$ cat config.mk
export PLATFORM = sky130hd
export DESIGN_NAME = sram_render_arbiter_flat
export DESIGN_NICKNAME = d
export VERILOG_FILES = /design/src/rtl/sram_pkg.sv /design/src/rtl/sram_render_arbiter_if.sv /design/src/rtl/sram_wr_fifo.sv /design/src/rtl/sram_render_arbiter.sv /design/src/flat_wrapper.sv
export SDC_FILE = /design/constraint.sdc
export NUM_CORES = 1
export LEC_CHECK = 0
export ABC_AREA = 1
export CAP_MARGIN = 40
export CORE_MARGIN = 2
export CORE_UTILIZATION = 52
export CTS_BUF_LIST = sky130_fd_sc_hd__clkbuf_4
export DETAILED_ROUTE_END_ITERATION = 12
export GPL_ROUTABILITY_DRIVEN = 0
export PLACE_DENSITY_LB_ADDON = 0.1
export SLEW_MARGIN = 15
export SYNTH_ARGS = -nofsm -noshare
export SYNTH_HDL_FRONTEND = slang
export SYNTH_SLANG_ARGS = --single-unit
export TNS_END_PERCENT = 50
$ cat constraint.sdc
create_clock -name i_clk -period 4 [get_ports i_clk]
set_clock_uncertainty 0.15 [all_clocks]
set_input_delay 0.8 -clock i_clk [delete_from_list [all_inputs] [get_ports i_clk]]
set_output_delay 0.8 -clock i_clk [all_outputs]
set_load 0.03 [all_outputs]
$ cat src/rtl/sram_pkg.sv
// Shared types and widths for the frame-buffer SRAM arbiter slice.
package sram_pkg;

    localparam int unsigned SRAM_ADDR_WIDTH = 20;
    localparam int unsigned MAP_H_WIDTH     = 10;
    localparam int unsigned MAP_V_WIDTH     = 9;

    typedef struct packed {
        logic [SRAM_ADDR_WIDTH-1:0] addr;
        logic [15:0]                data;
    } wr_req_t;

    typedef enum logic [1:0] {SLOT_NOP, SLOT_READ, SLOT_CLEAR, SLOT_WRITE} arb_slot_e;

    typedef enum logic {S_RUN, S_CLEAR} clear_state_e;

    // RGB565 to RGB888 by replicating the top bits of each channel.
    function automatic logic [23:0] rgb565_to_888(input logic [15:0] p);
        return {p[15:11], p[15:13], p[10:5], p[10:9], p[4:0], p[4:2]};
    endfunction

endpackage

$ cat src/rtl/sram_render_arbiter_if.sv
// SRAM pin bundle: the arbiter drives it as master, the SRAM device is the slave.
interface sram_render_arbiter_if;
    import sram_pkg::*;

    logic [SRAM_ADDR_WIDTH-1:0] addr;
    logic [15:0]                wdata;
    logic                       we_n;
    logic                       oe_n;
    logic [15:0]                rdata;

    modport master (output addr, output wdata, output we_n, output oe_n, input rdata);
    modport slave  (input addr, input wdata, input we_n, input oe_n, output rdata);

endinterface

$ cat src/rtl/sram_wr_fifo.sv
// Synchronous FIFO of game write requests; DEPTH must be a power of two, >= 2.
module sram_wr_fifo
    import sram_pkg::*;
#(
    parameter int unsigned DEPTH = 4
) (
    input  logic    i_clk,
    input  logic    i_rst_n,
    input  logic    push_i,
    input  wr_req_t data_i,
    input  logic    pop_i,
    output wr_req_t data_o,
    output logic    full_o,
    output logic    empty_o
);

    localparam int unsigned AW = $clog2(DEPTH);

    wr_req_t        mem_q [DEPTH];
    logic [AW:0]    wptr_q;
    logic [AW:0]    rptr_q;

    // Extra pointer MSB separates full from empty when the index bits match.
    assign empty_o = (wptr_q == rptr_q);
    assign full_o  = (wptr_q[AW] != rptr_q[AW]) && (wptr_q[AW-1:0] == rptr_q[AW-1:0]);
    assign data_o  = mem_q[rptr_q[AW-1:0]];

    always_ff @(posedge i_clk or negedge i_rst_n) begin
        if (!i_rst_n) begin
            wptr_q <= '0;
            rptr_q <= '0;
        end else begin
            if (push_i) wptr_q <= wptr_q + (AW+1)'(1);
            if (pop_i)  rptr_q <= rptr_q + (AW+1)'(1);
        end
    end

    always_ff @(posedge i_clk) begin
        if (push_i) mem_q[wptr_q[AW-1:0]] <= data_i;
    end

endmodule

$ cat src/rtl/sram_render_arbiter.sv
// Frame-buffer SRAM arbiter: render reads > frame clear > queued game writes.
// Optional SRAM_ARB_STALL_COUNT_EN adds o_stall_cycles (FIFO stalled by read/clear).
module sram_render_arbiter
    import sram_pkg::*;
#(
    parameter int unsigned H_SIZE        = 640,
    parameter int unsigned V_SIZE        = 480,
    parameter int unsigned WR_FIFO_DEPTH = 4
) (
    input  logic                       i_clk,
    input  logic                       i_rst_n,
    input  logic                       i_render_clk,
    input  logic [MAP_H_WIDTH-1:0]     i_H_render,
    input  logic [MAP_V_WIDTH-1:0]     i_V_render,
    output logic [23:0]                o_color,
    input  logic                       i_wr_valid,
    output logic                       o_wr_ready,
    input  logic [SRAM_ADDR_WIDTH-1:0] i_wr_addr,
    input  logic [15:0]                i_wr_data,
    input  logic                       i_clear_req,
    input  logic [15:0]                i_clear_data,
    output logic                       o_clear_busy,
    output logic                       o_clear_done,
`ifdef SRAM_ARB_STALL_COUNT_EN
    output logic [31:0]                o_stall_cycles,
`endif
    sram_render_arbiter_if.master      sram
);

    localparam logic [SRAM_ADDR_WIDTH-1:0] LAST_C = SRAM_ADDR_WIDTH'(H_SIZE * V_SIZE - 1);
    localparam logic [SRAM_ADDR_WIDTH-1:0] H_STEP = SRAM_ADDR_WIDTH'(H_SIZE);

    clear_state_e               state_q, state_d;
    arb_slot_e                  slot;
    logic [SRAM_ADDR_WIDTH-1:0] clr_cnt_q, clr_cnt_d;
    logic [15:0]                clr_data_q, clr_data_d;
    logic                       clr_last, last_q, done_q;
    logic [MAP_V_WIDTH-1:0]     v_q;
    logic [SRAM_ADDR_WIDTH-1:0] base_q, base_d, rd_addr;
    logic                       rd_slot, rd_q;
    logic [15:0]                rdata_q;
    logic [SRAM_ADDR_WIDTH-1:0] addr_q, addr_d;
    logic [15:0]                wdata_q, wdata_d;
    logic                       we_n_q, we_n_d, oe_n_q, oe_n_d;
    logic                       fifo_full, fifo_empty, fifo_push, fifo_pop;
    wr_req_t                    fifo_head;

    assign rd_slot = i_render_clk
                  && (i_H_render != '0) && (32'(i_H_render) <= H_SIZE)
                  && (i_V_render != '0) && (32'(i_V_render) <= V_SIZE);

    // Row base follows V as it restarts at 1 or steps by one line; no multiplier.
    always_comb begin
        base_d = base_q;
        if (i_V_render == MAP_V_WIDTH'(1))
            base_d = '0;
        else if (i_V_render == v_q + MAP_V_WIDTH'(1))
            base_d = base_q + H_STEP;
    end

    assign rd_addr = base_d + SRAM_ADDR_WIDTH'(i_H_render) - SRAM_ADDR_WIDTH'(1);

    assign fifo_push  = i_wr_valid && o_wr_ready;
    assign o_wr_ready = !fifo_full;

    sram_wr_fifo #(.DEPTH(WR_FIFO_DEPTH)) u_wr_fifo (
        .i_clk   (i_clk),
        .i_rst_n (i_rst_n),
        .push_i  (fifo_push),
        .data_i  ('{addr: i_wr_addr, data: i_wr_data}),
        .pop_i   (fifo_pop),
        .data_o  (fifo_head),
        .full_o  (fifo_full),
        .empty_o (fifo_empty)
    );

    always_comb begin
        state_d    = state_q;
        clr_cnt_d  = clr_cnt_q;
        clr_data_d = clr_data_q;
        clr_last   = 1'b0;
        slot       = SLOT_NOP;
        addr_d     = addr_q;
        wdata_d    = wdata_q;
        we_n_d     = 1'b1;
        oe_n_d     = 1'b1;

        if (rd_slot)                 slot = SLOT_READ;
        else if (state_q == S_CLEAR) slot = SLOT_CLEAR;
        else if (!fifo_empty)        slot = SLOT_WRITE;

        unique case (state_q)
            S_RUN: begin
                if (i_clear_req) begin
                    state_d    = S_CLEAR;
                    clr_cnt_d  = '0;
                    clr_data_d = i_clear_data;
                end
            end
            S_CLEAR: begin
                if (slot == SLOT_CLEAR) begin
                    clr_cnt_d = clr_cnt_q + SRAM_ADDR_WIDTH'(1);
                    if (clr_cnt_q == LAST_C) begin
                        state_d  = S_RUN;
                        clr_last = 1'b1;
                    end
                end
            end
            default: state_d = S_RUN;
        endcase

        unique case (slot)
            SLOT_READ: begin
                addr_d = rd_addr;
                oe_n_d = 1'b0;
            end
            SLOT_CLEAR: begin
                addr_d  = clr_cnt_q;
                wdata_d = clr_data_q;
                we_n_d  = 1'b0;
            end
            SLOT_WRITE: begin
                addr_d  = fifo_head.addr;
                wdata_d = fifo_head.data;
                we_n_d  = 1'b0;
            end
            default: ;
        endcase
    end

    assign fifo_pop = (slot == SLOT_WRITE);

    always_ff @(posedge i_clk or negedge i_rst_n) begin
        if (!i_rst_n) begin
            state_q    <= S_RUN;
            clr_cnt_q  <= '0;
            clr_data_q <= '0;
            last_q     <= 1'b0;
            done_q     <= 1'b0;
            v_q        <= MAP_V_WIDTH'(1);
            base_q     <= '0;
            rd_q       <= 1'b0;
            rdata_q    <= '0;
            addr_q     <= '0;
            wdata_q    <= '0;
            we_n_q     <= 1'b1;
            oe_n_q     <= 1'b1;
        end else begin
            state_q    <= state_d;
            clr_cnt_q  <= clr_cnt_d;
            clr_data_q <= clr_data_d;
            last_q     <= clr_last;
            done_q     <= last_q;
            v_q        <= i_V_render;
            base_q     <= base_d;
            rd_q       <= rd_slot;
            rdata_q    <= rd_q ? sram.rdata : '0;
            addr_q     <= addr_d;
            wdata_q    <= wdata_d;
            we_n_q     <= we_n_d;
            oe_n_q     <= oe_n_d;
        end
    end

    // Busy covers the final clear write on the pins; done follows one cycle later.
    assign o_clear_busy = (state_q == S_CLEAR) || last_q;
    assign o_clear_done = done_q;
    assign o_color      = rgb565_to_888(rdata_q);
    assign sram.addr    = addr_q;
    assign sram.wdata   = wdata_q;
    assign sram.we_n    = we_n_q;
    assign sram.oe_n    = oe_n_q;

`ifdef SRAM_ARB_STALL_COUNT_EN
    logic [31:0] stall_q;

    always_ff @(posedge i_clk or negedge i_rst_n) begin
        if (!i_rst_n)
            stall_q <= '0;
        else if (!fifo_empty && (slot == SLOT_READ || slot == SLOT_CLEAR) && stall_q != '1)
            stall_q <= stall_q + 32'd1;
    end

    assign o_stall_cycles = stall_q;
`endif

endmodule

$ cat src/flat_wrapper.sv
// flat-port wrapper written by rule: the top's interface ports become plain ports
module sram_render_arbiter_flat import sram_pkg::*;
#(
    parameter int unsigned H_SIZE        = 640,
    parameter int unsigned V_SIZE        = 480,
    parameter int unsigned WR_FIFO_DEPTH = 4
)
  (i_clk, i_rst_n, i_render_clk, i_H_render, i_V_render, o_color, i_wr_valid, o_wr_ready, i_wr_addr, i_wr_data, i_clear_req, i_clear_data, o_clear_busy, o_clear_done, sram_addr, sram_wdata, sram_we_n, sram_oe_n, sram_rdata);
  sram_render_arbiter_if sram_i ();
  input  logic i_clk;
  input  logic i_rst_n;
  input  logic i_render_clk;
  input  logic [MAP_H_WIDTH-1:0] i_H_render;
  input  logic [MAP_V_WIDTH-1:0] i_V_render;
  output logic [23:0] o_color;
  input  logic i_wr_valid;
  output logic o_wr_ready;
  input  logic [SRAM_ADDR_WIDTH-1:0] i_wr_addr;
  input  logic [15:0] i_wr_data;
  input  logic i_clear_req;
  input  logic [15:0] i_clear_data;
  output logic o_clear_busy;
  output logic o_clear_done;
  output wire logic [$bits(sram_i.addr)-1:0] sram_addr;
  output wire logic [$bits(sram_i.wdata)-1:0] sram_wdata;
  output wire logic [$bits(sram_i.we_n)-1:0] sram_we_n;
  output wire logic [$bits(sram_i.oe_n)-1:0] sram_oe_n;
  input wire logic [$bits(sram_i.rdata)-1:0] sram_rdata;
  assign sram_addr = sram_i.addr;
  assign sram_wdata = sram_i.wdata;
  assign sram_we_n = sram_i.we_n;
  assign sram_oe_n = sram_i.oe_n;
  assign sram_i.rdata = sram_rdata;
  sram_render_arbiter #(.H_SIZE(H_SIZE), .V_SIZE(V_SIZE), .WR_FIFO_DEPTH(WR_FIFO_DEPTH)) u_core (.i_clk(i_clk), .i_rst_n(i_rst_n), .i_render_clk(i_render_clk), .i_H_render(i_H_render), .i_V_render(i_V_render), .o_color(o_color), .i_wr_valid(i_wr_valid), .o_wr_ready(o_wr_ready), .i_wr_addr(i_wr_addr), .i_wr_data(i_wr_data), .i_clear_req(i_clear_req), .i_clear_data(i_clear_data), .o_clear_busy(o_clear_busy), .o_clear_done(o_clear_done), .sram(sram_i));
endmodule
==> impl_metrics.toml, run 1 <==
[outcome]
outcome = "finished, violations left"
violations = "negative hold slack"

[grt]
grt_use_met2_pct = 38.8
gr-usage-met1_pct = 33.3
grt_pass1_wl_um = 49800
grt_max_degree = 80
met3_usage_pct = 5.50
antenna_found_initial = 1
busiest_layer = "met2"
grt_util_all_layers_pct = 24.4
grt-ovfl-total = 0
first_global_vias = 10071

[critical_path]
cp_max_fo = 5
required_ns = 4.47
worstSetupEndpoint = "u_core.sram.addr[11]"
startpoint_type = "flip-flop"
rr_endpoint = "u_core.sram.addr[11]"
r2r_start = "u_core.v_q[0]"
rrSetupSlack_ns = 0.07
arrival_ns = 4.40
worstSetupEndpointType = "flip-flop"
r2r_cells = 25
worstSetupPathType = "flip-flop to flip-flop"
cp-startpoint = "u_core.v_q[0]"

[routing]
drc = 0
vias_per_cell = 5.17
antenna_left = 0
vias = 10263
drt-wirelength-per-cell_um = 15.7
routed_wirelength_um = 31200
drtPass1Iterations = 5
drt_iter0_drc = 805

[sta]
fin_crit_sh_pct = 98.3
rsz0062_at_grt = "true"
slew_viol_final = 0
fin_crit_ns = 3.93
setup_viol = 0
fin_ws_ns = 0.0690
tightest_slew_ns = 0.871
hold_violations = 2
slew_headroom_pct = 41.9
fin_setup_tns_ns = 0
max_freq_ghz = 0.254
whs_ns = -0.00744

[synth]
yosysUniqueCellTypes = 49
synth_ff_type = "edfxtp_1"
ys_ff_latch = 273
yosysSeqAreaShare_pct = 59.4
syn_nets = 1470
synth_area_per_cell_um2 = 9.49
synthArstFlopShare_pct = 47.3
synthCells = 1341
synth_edf_count = 144
syn_area_um2 = 12700
yosysWarnings = 0

[clock_tree]
cts_root_buf = "clkbuf_4"
cts_tree = "done"
clk_pin_slew_ns = 0.06
cts_htree_levels = 3
clockBufferDepth = 3
clock_latency_ns = 0.67
tritoncts.num_buffers = 71
cts.sinks = 273

[die]
die_w_um = 160
fp-row-count = 57
pin_count = 157
start_util_pct = 52.6
die_area_um2 = 25700
core_um2 = 24200
die-height_um = 160

[finish]
postLayoutCoreUtil_pct = 67.8
syn_to_final_growth_pct = 28.9
nets = 1740
fillerInstances = 1941
final-seq-area_um2 = 7560
drive_above_1_share_pct = 17.6
multi_input_area_um2 = 4610

[placed_design]
hpwlAfterDp_um = 21200
portBuffers = 156
pre_cts_slack_ns = -0.688

[flow_run]
maxCapViolations = 0

[power]
power_density_nw_per_um2 = 509
p_leak_nw = 7.33
ir_worst_vdd_uv = 303

[worst_hold_path]
hold_class = "primary input to async pin"
## cell usage after synthesis, types with 2 or more instances
cell,number,share of area (%)
a21oi_1,30,1.2
a32o_1,2,0.16
buf_2,9,0.35
buf_4,9,0.53
clkbuf_1,33,0.97
clkbuf_2,2,0.079
dfrtp_1,126,25
dfstp_2,3,0.62
edfxtp_1,144,34
ha_1,36,3.5
inv_1,149,4.4
inv_2,11,0.32
mux2i_1,2,0.16
nand2_1,301,8.9
nand2_2,3,0.15
nand3_1,56,2.2
nand3_2,2,0.16
nand4_1,17,0.84
nand4_4,2,0.33
nor2_1,152,4.5
nor2_2,8,0.39
nor3_1,11,0.43
nor3b_1,2,0.12
o211ai_1,5,0.29
o21ai_0,126,5.0
o21ai_1,10,0.39
o21bai_1,2,0.12
o22ai_1,37,1.8
o31ai_1,3,0.18
or2_2,5,0.25
xnor2_1,9,0.62
xor2_1,17,1.2
## worst max-delay path, cell delays in order (launching register included)
cell      delay, ns
dfstp_2        0.55
ha_4           0.20
inv_2          0.05
nand2_2        0.04
nand2_2        0.07
nand2_2        0.06
nor2_4         0.11
nand2_1        0.07
nor2_2         0.12
nand4_4        0.13
buf_4          0.17
o211ai_1       0.26
ha_1           0.17
inv_1          0.04
ha_1           0.36
nand2_2        0.09
nor2_4         0.09
nand4_1        0.13
o211ai_1       0.29
buf_4          0.19
buf_4          0.11
xor2_2         0.15
nand2_1        0.07
nand3_1        0.10
nand2_1        0.07
nand2_1        0.06
## state kept, by name, summed over array words and instances, names as in the netlist, 3 cells and up
signal,count
u_core.clr_cnt_q,20
u_core.base_q,20
u_core.u_wr_fifo.mem_q,144
u_core.v_q,9
u_core.u_wr_fifo.wptr_q,3
u_core.u_wr_fifo.rptr_q,3
u_core.sram.wdata,16
u_core.clr_data_q,16
u_core.rdata_q,16
u_core.sram.addr,20
## worst min path at each step
stage	endpoint	slack (ns)	cells past startpoint
6_report	u_core.v_q[5]	-0.007	1
3_3_place_gp	u_core.o_clear_done	0.20	0
4_1_cts	u_core.base_q[19]	0.004	1
5_1_grt	u_core.v_q[5]	0.02	1
3_5_place_dp	u_core.o_clear_done	0.21	0
2_1_floorplan	u_core.o_clear_done	0.20	0
## cells in the final DEF (no fill, tap or decap), types with 26 or more instances in the layout
cell | Yosys | final
a21oi_1 | 30 | 26
buf_4 | 9 | 92
clkbuf_4 | 0 | 95
clkdlybuf4s50_1 | 0 | 154
dfrtp_1 | 126 | 125
edfxtp_1 | 144 | 144
ha_1 | 36 | 31
inv_1 | 149 | 146
nand2_1 | 301 | 290
nand3_1 | 56 | 52
nor2_1 | 152 | 141
o21ai_0 | 126 | 118
o22ai_1 | 37 | 37
## per-stage QoR
step | cell area [um2] | total power, W | hold slack (ns) | instances
after floorplan | 12700 | 0.00492 | 0.196 | 1341
after global placement | 15200 | 0.00577 | 0.203 | 1855
after detailed placement | 15200 | 0.00582 | 0.209 | 1855
after CTS | 16100 | 0.00829 | 0.00449 | 1982
after global routing | 16400 | 0.00882 | 0.0237 | 1986
final | 16400 | 0.00835 | -0.00744 | 1986
## layer usage
layer,up-vias,share of wire (%)
met2,345,46
met5,-,0
met1,4832,45
li1,5023,-
met4,0,2.0
met3,63,7.0
## what timing repair did
action                                  4_1_cts  5_1_grt
cloned                                        0        0
pin swaps                                     6       32
endpoints found under the setup margin        8       12
hold buffers                                  0        0
resized for setup                            10       58
buffers inserted                              4        3
## where the power goes
part	switching [W]	internal (W)	leakage [nW]	total, W
combinational	0.00135	0.000874	3.82	0.00222
sequential	0.000218	0.00347	2.98	0.00369
clock	0.00113	0.00131	0.541	0.00243
total	0.00269	0.00565	7.33	0.00835
## kinds of logic after synthesis
family,count (synthesis),synth area share [%]
and+or+nand+nor,566,18.7
DFF,273,59.4
AOI/OAI and AO/OA,222,9.53
buffers and inverters,215,6.77
adders and majority gates,37,3.70
xor gates and xnor gates,26,1.79
muxes,2,0.157
## cell type report
cell class	count	area share, %
inverters	161	3.70
clock inverters	28	1.19
flip-flops and latches	273	46.1
repair buffers	251	14.1
well taps	324	2.47
multi-input cells	853	28.1
diodes	1	0.0153
clock buffers	95	4.35
Note: power is estimated with default switching activity, not from simulation.
==> inputs of run 2 (changes only) <==
--- a/config.mk
+++ b/config.mk
@@ -8,12 +8,12 @@
 export ABC_AREA = 1
 export CAP_MARGIN = 40
 export CORE_MARGIN = 2
-export CORE_UTILIZATION = 52
+export CORE_UTILIZATION = 50
 export CTS_BUF_LIST = sky130_fd_sc_hd__clkbuf_4
 export DETAILED_ROUTE_END_ITERATION = 12
 export GPL_ROUTABILITY_DRIVEN = 0
 export PLACE_DENSITY_LB_ADDON = 0.1
-export SLEW_MARGIN = 15
+export SLEW_MARGIN = 20
 export SYNTH_ARGS = -nofsm -noshare
 export SYNTH_HDL_FRONTEND = slang
 export SYNTH_SLANG_ARGS = --single-unit
==> run 2 against run 1 <==
The run now ends clean. Combinational power hardly changed. Die area is 3.9% higher. Flip-flop and latch count stayed put. Sequential share of layout area is 0.15 points lower. First-iteration DRC count is 4.5% higher. Critical path depth is 3 higher. Register-to-register slack worse by 0.06 ns. Routed wire length is 0.72% higher. Worst setup slack worse by 0.056 ns. Via count is 0.87% higher. Sequential power hardly changed. Global-route usage is 0.51 points lower. Critical path type unchanged. Critical endpoint is now u_core.sram.addr[17]. Largest cell class unchanged.
==> impl_metrics.toml, run 2 (synthesis results as in run 1) <==
[outcome]
outcome = "completed"

[critical_path]
r2r_start = "u_core.v_q[0]"
worstSetupEndpointType = "flip-flop"
slowest_delay_ns = 0.55
required_ns = 4.40
arrival_ns = 4.39
cp_max_fo = 5
worstSetupPathType = "flip-flop to flip-flop"
cp_slowest_cell = "dfstp_2"
cp-startpoint = "u_core.v_q[0]"
startpoint_type = "flip-flop"
crit_top_cell = "nand2_1"

[clock_tree]
cts_tree = "done"
cts.sinks = 273
cts_root_buf = "clkbuf_4"
cts_htree_levels = 3
clockBufferDepth = 3
tritoncts.num_buffers = 74
clock_latency_ns = 0.68
clk_pin_slew_ns = 0.06

[flow_run]
maxCapViolations = 0

[power]
power_density_nw_per_um2 = 510
power_w = 0.00840
ir_worst_vdd_uv = 294
p_leak_nw = 7.34

[finish]
syn_to_final_growth_pct = 29.3
layout_commonest_cell = "nand2_1"
nets = 1747
final-seq-area_um2 = 7560
multi_input_area_um2 = 4550
layout_common_cells = "297 x nand2_1, 153 x clkdlybuf4s50_1, 145 x inv_1"
drive_above_1_share_pct = 17.4
fillerInstances = 2075
largest_reg_flops = 144

[grt]
grt_util_all_layers_pct = 23.8
grt-ovfl-total = 0
grt_pass1_wl_um = 50100
antenna_found_initial = 1
grt_max_degree = 78
first_global_vias = 10056

[worst_hold_path]
holdCritStartpoint = "i_V_render[8]"
hold_class = "primary input to flip-flop"

[placed_design]
hpwlAfterDp_um = 21400
portBuffers = 156

[sta]
slew_viol_final = 0
fin_crit_ns = 3.99
hold_violations = 0
slew_headroom_pct = 44.3
max_freq_ghz = 0.251
setup_viol = 0
tightest_slew_ns = 0.836
whs_ns = 0.199
fin_crit_sh_pct = 99.7
rsz0062_at_grt = "true"

[die]
core_um2 = 25100
die-height_um = 164
pin_count = 157
start_util_pct = 50.7
fp-row-count = 58
die_w_um = 164
die_area_um2 = 26700

[routing]
drc = 0
drt-wirelength-per-cell_um = 15.7
drt_iter0_drc = 841
vias_per_cell = 5.17
drtPass1Iterations = 5
routed_wirelength_um = 31400
vias = 10352
antenna_left = 0
## run 2: cell types whose count changed in the layout (fill, tap and decap cells not counted), moves of 3 or more
| cell | previous run | this run |
|---|---|---|
| nor3_2 | 4 | 1 |
| clkbuf_4 | 95 | 104 |
| nand2_1 | 290 | 297 |
| nor2_2 | 12 | 15 |
| nor2_4 | 8 | 5 |
| nand2_2 | 11 | 6 |
| nor3_1 | 8 | 11 |
| inv_2 | 16 | 13 |
## run 2: critical path, delay by kind of cell (launching register included)
family | cells | cell delay, ns
AND/OR/NAND/NOR | 19 | 1.60
adder cells (fa/ha/maj) | 3 | 0.82
flip-flops | 1 | 0.55
AO/OA/AOI/OAI | 3 | 0.46
buffers and inverters | 3 | 0.26
## run 2: worst paths after layout
kind                                        endpoint  slack, ns  depth (start not counted)
min in group asynchronous              u_core.v_q[5]       0.38                          2
worst max register to register  u_core.sram.addr[17]       0.01                         28
max in group asynchronous           u_core.sram.oe_n       2.32                          4
worst max-delay path            u_core.sram.addr[17]       0.01                         28
worst min-delay path                   u_core.v_q[8]       0.20                          1
worst min register to register   u_core.o_clear_done       0.22                          0
## run 2: layout make-up
cell class | count | area share [%]
flip-flops and latches | 273 | 45.9
clock buffers | 104 | 4.74
repair buffers | 255 | 14.4
inverters | 161 | 3.69
well taps | 330 | 2.51
clock inverters | 25 | 1.04
diodes | 1 | 0.0152
multi-input cells | 853 | 27.7
## run 2: power by group
group | switching [W] | leakage (nW) | internal [W]
registers | 0.000214 | 2.98 | 0.00347
logic | 0.00135 | 3.81 | 0.000880
clock network | 0.00115 | 0.559 | 0.00134
## run 2: timing repair
action / CTS / global route
endpoints found under the hold margin: 18 / 0
pin swaps: 13 / 31
endpoints found under the setup margin: 10 / 12
gates resized for setup: 19 / 36
buffers inserted: 5 / 4
hold buffers: 1 / 0
## run 2: layer usage
layer | up-vias | part of all wire (%) | GRT usage (%)
met5 | - | 0 | 0
met4 | 0 | 1.5 | 7.50
met3 | 45 | 5.8 | 4.11
met2 | 339 | 47 | 38.1
met1 | 4917 | 46 | 33.5
li1 | 5051 | - | -
## run 2: stage by stage
| step | utilization, % | setup TNS, ns | area, um2 | cells | setup slack (ns) |
|---|---|---|---|---|---|
| floorplan | - | 0 | 12700 | 1341 | 0.0301 |
| global placement | 60.4 | -5.85 | 15200 | 1861 | -0.559 |
| detailed placement | 60.5 | -7.16 | 15200 | 1862 | -0.678 |
| CTS | 64.8 | -0.00592 | 16300 | 1997 | -0.00592 |
| global route | 65.5 | -2.28 | 16500 | 2002 | -0.304 |
| finish | 65.5 | 0 | 16500 | 2002 | 0.0130 |
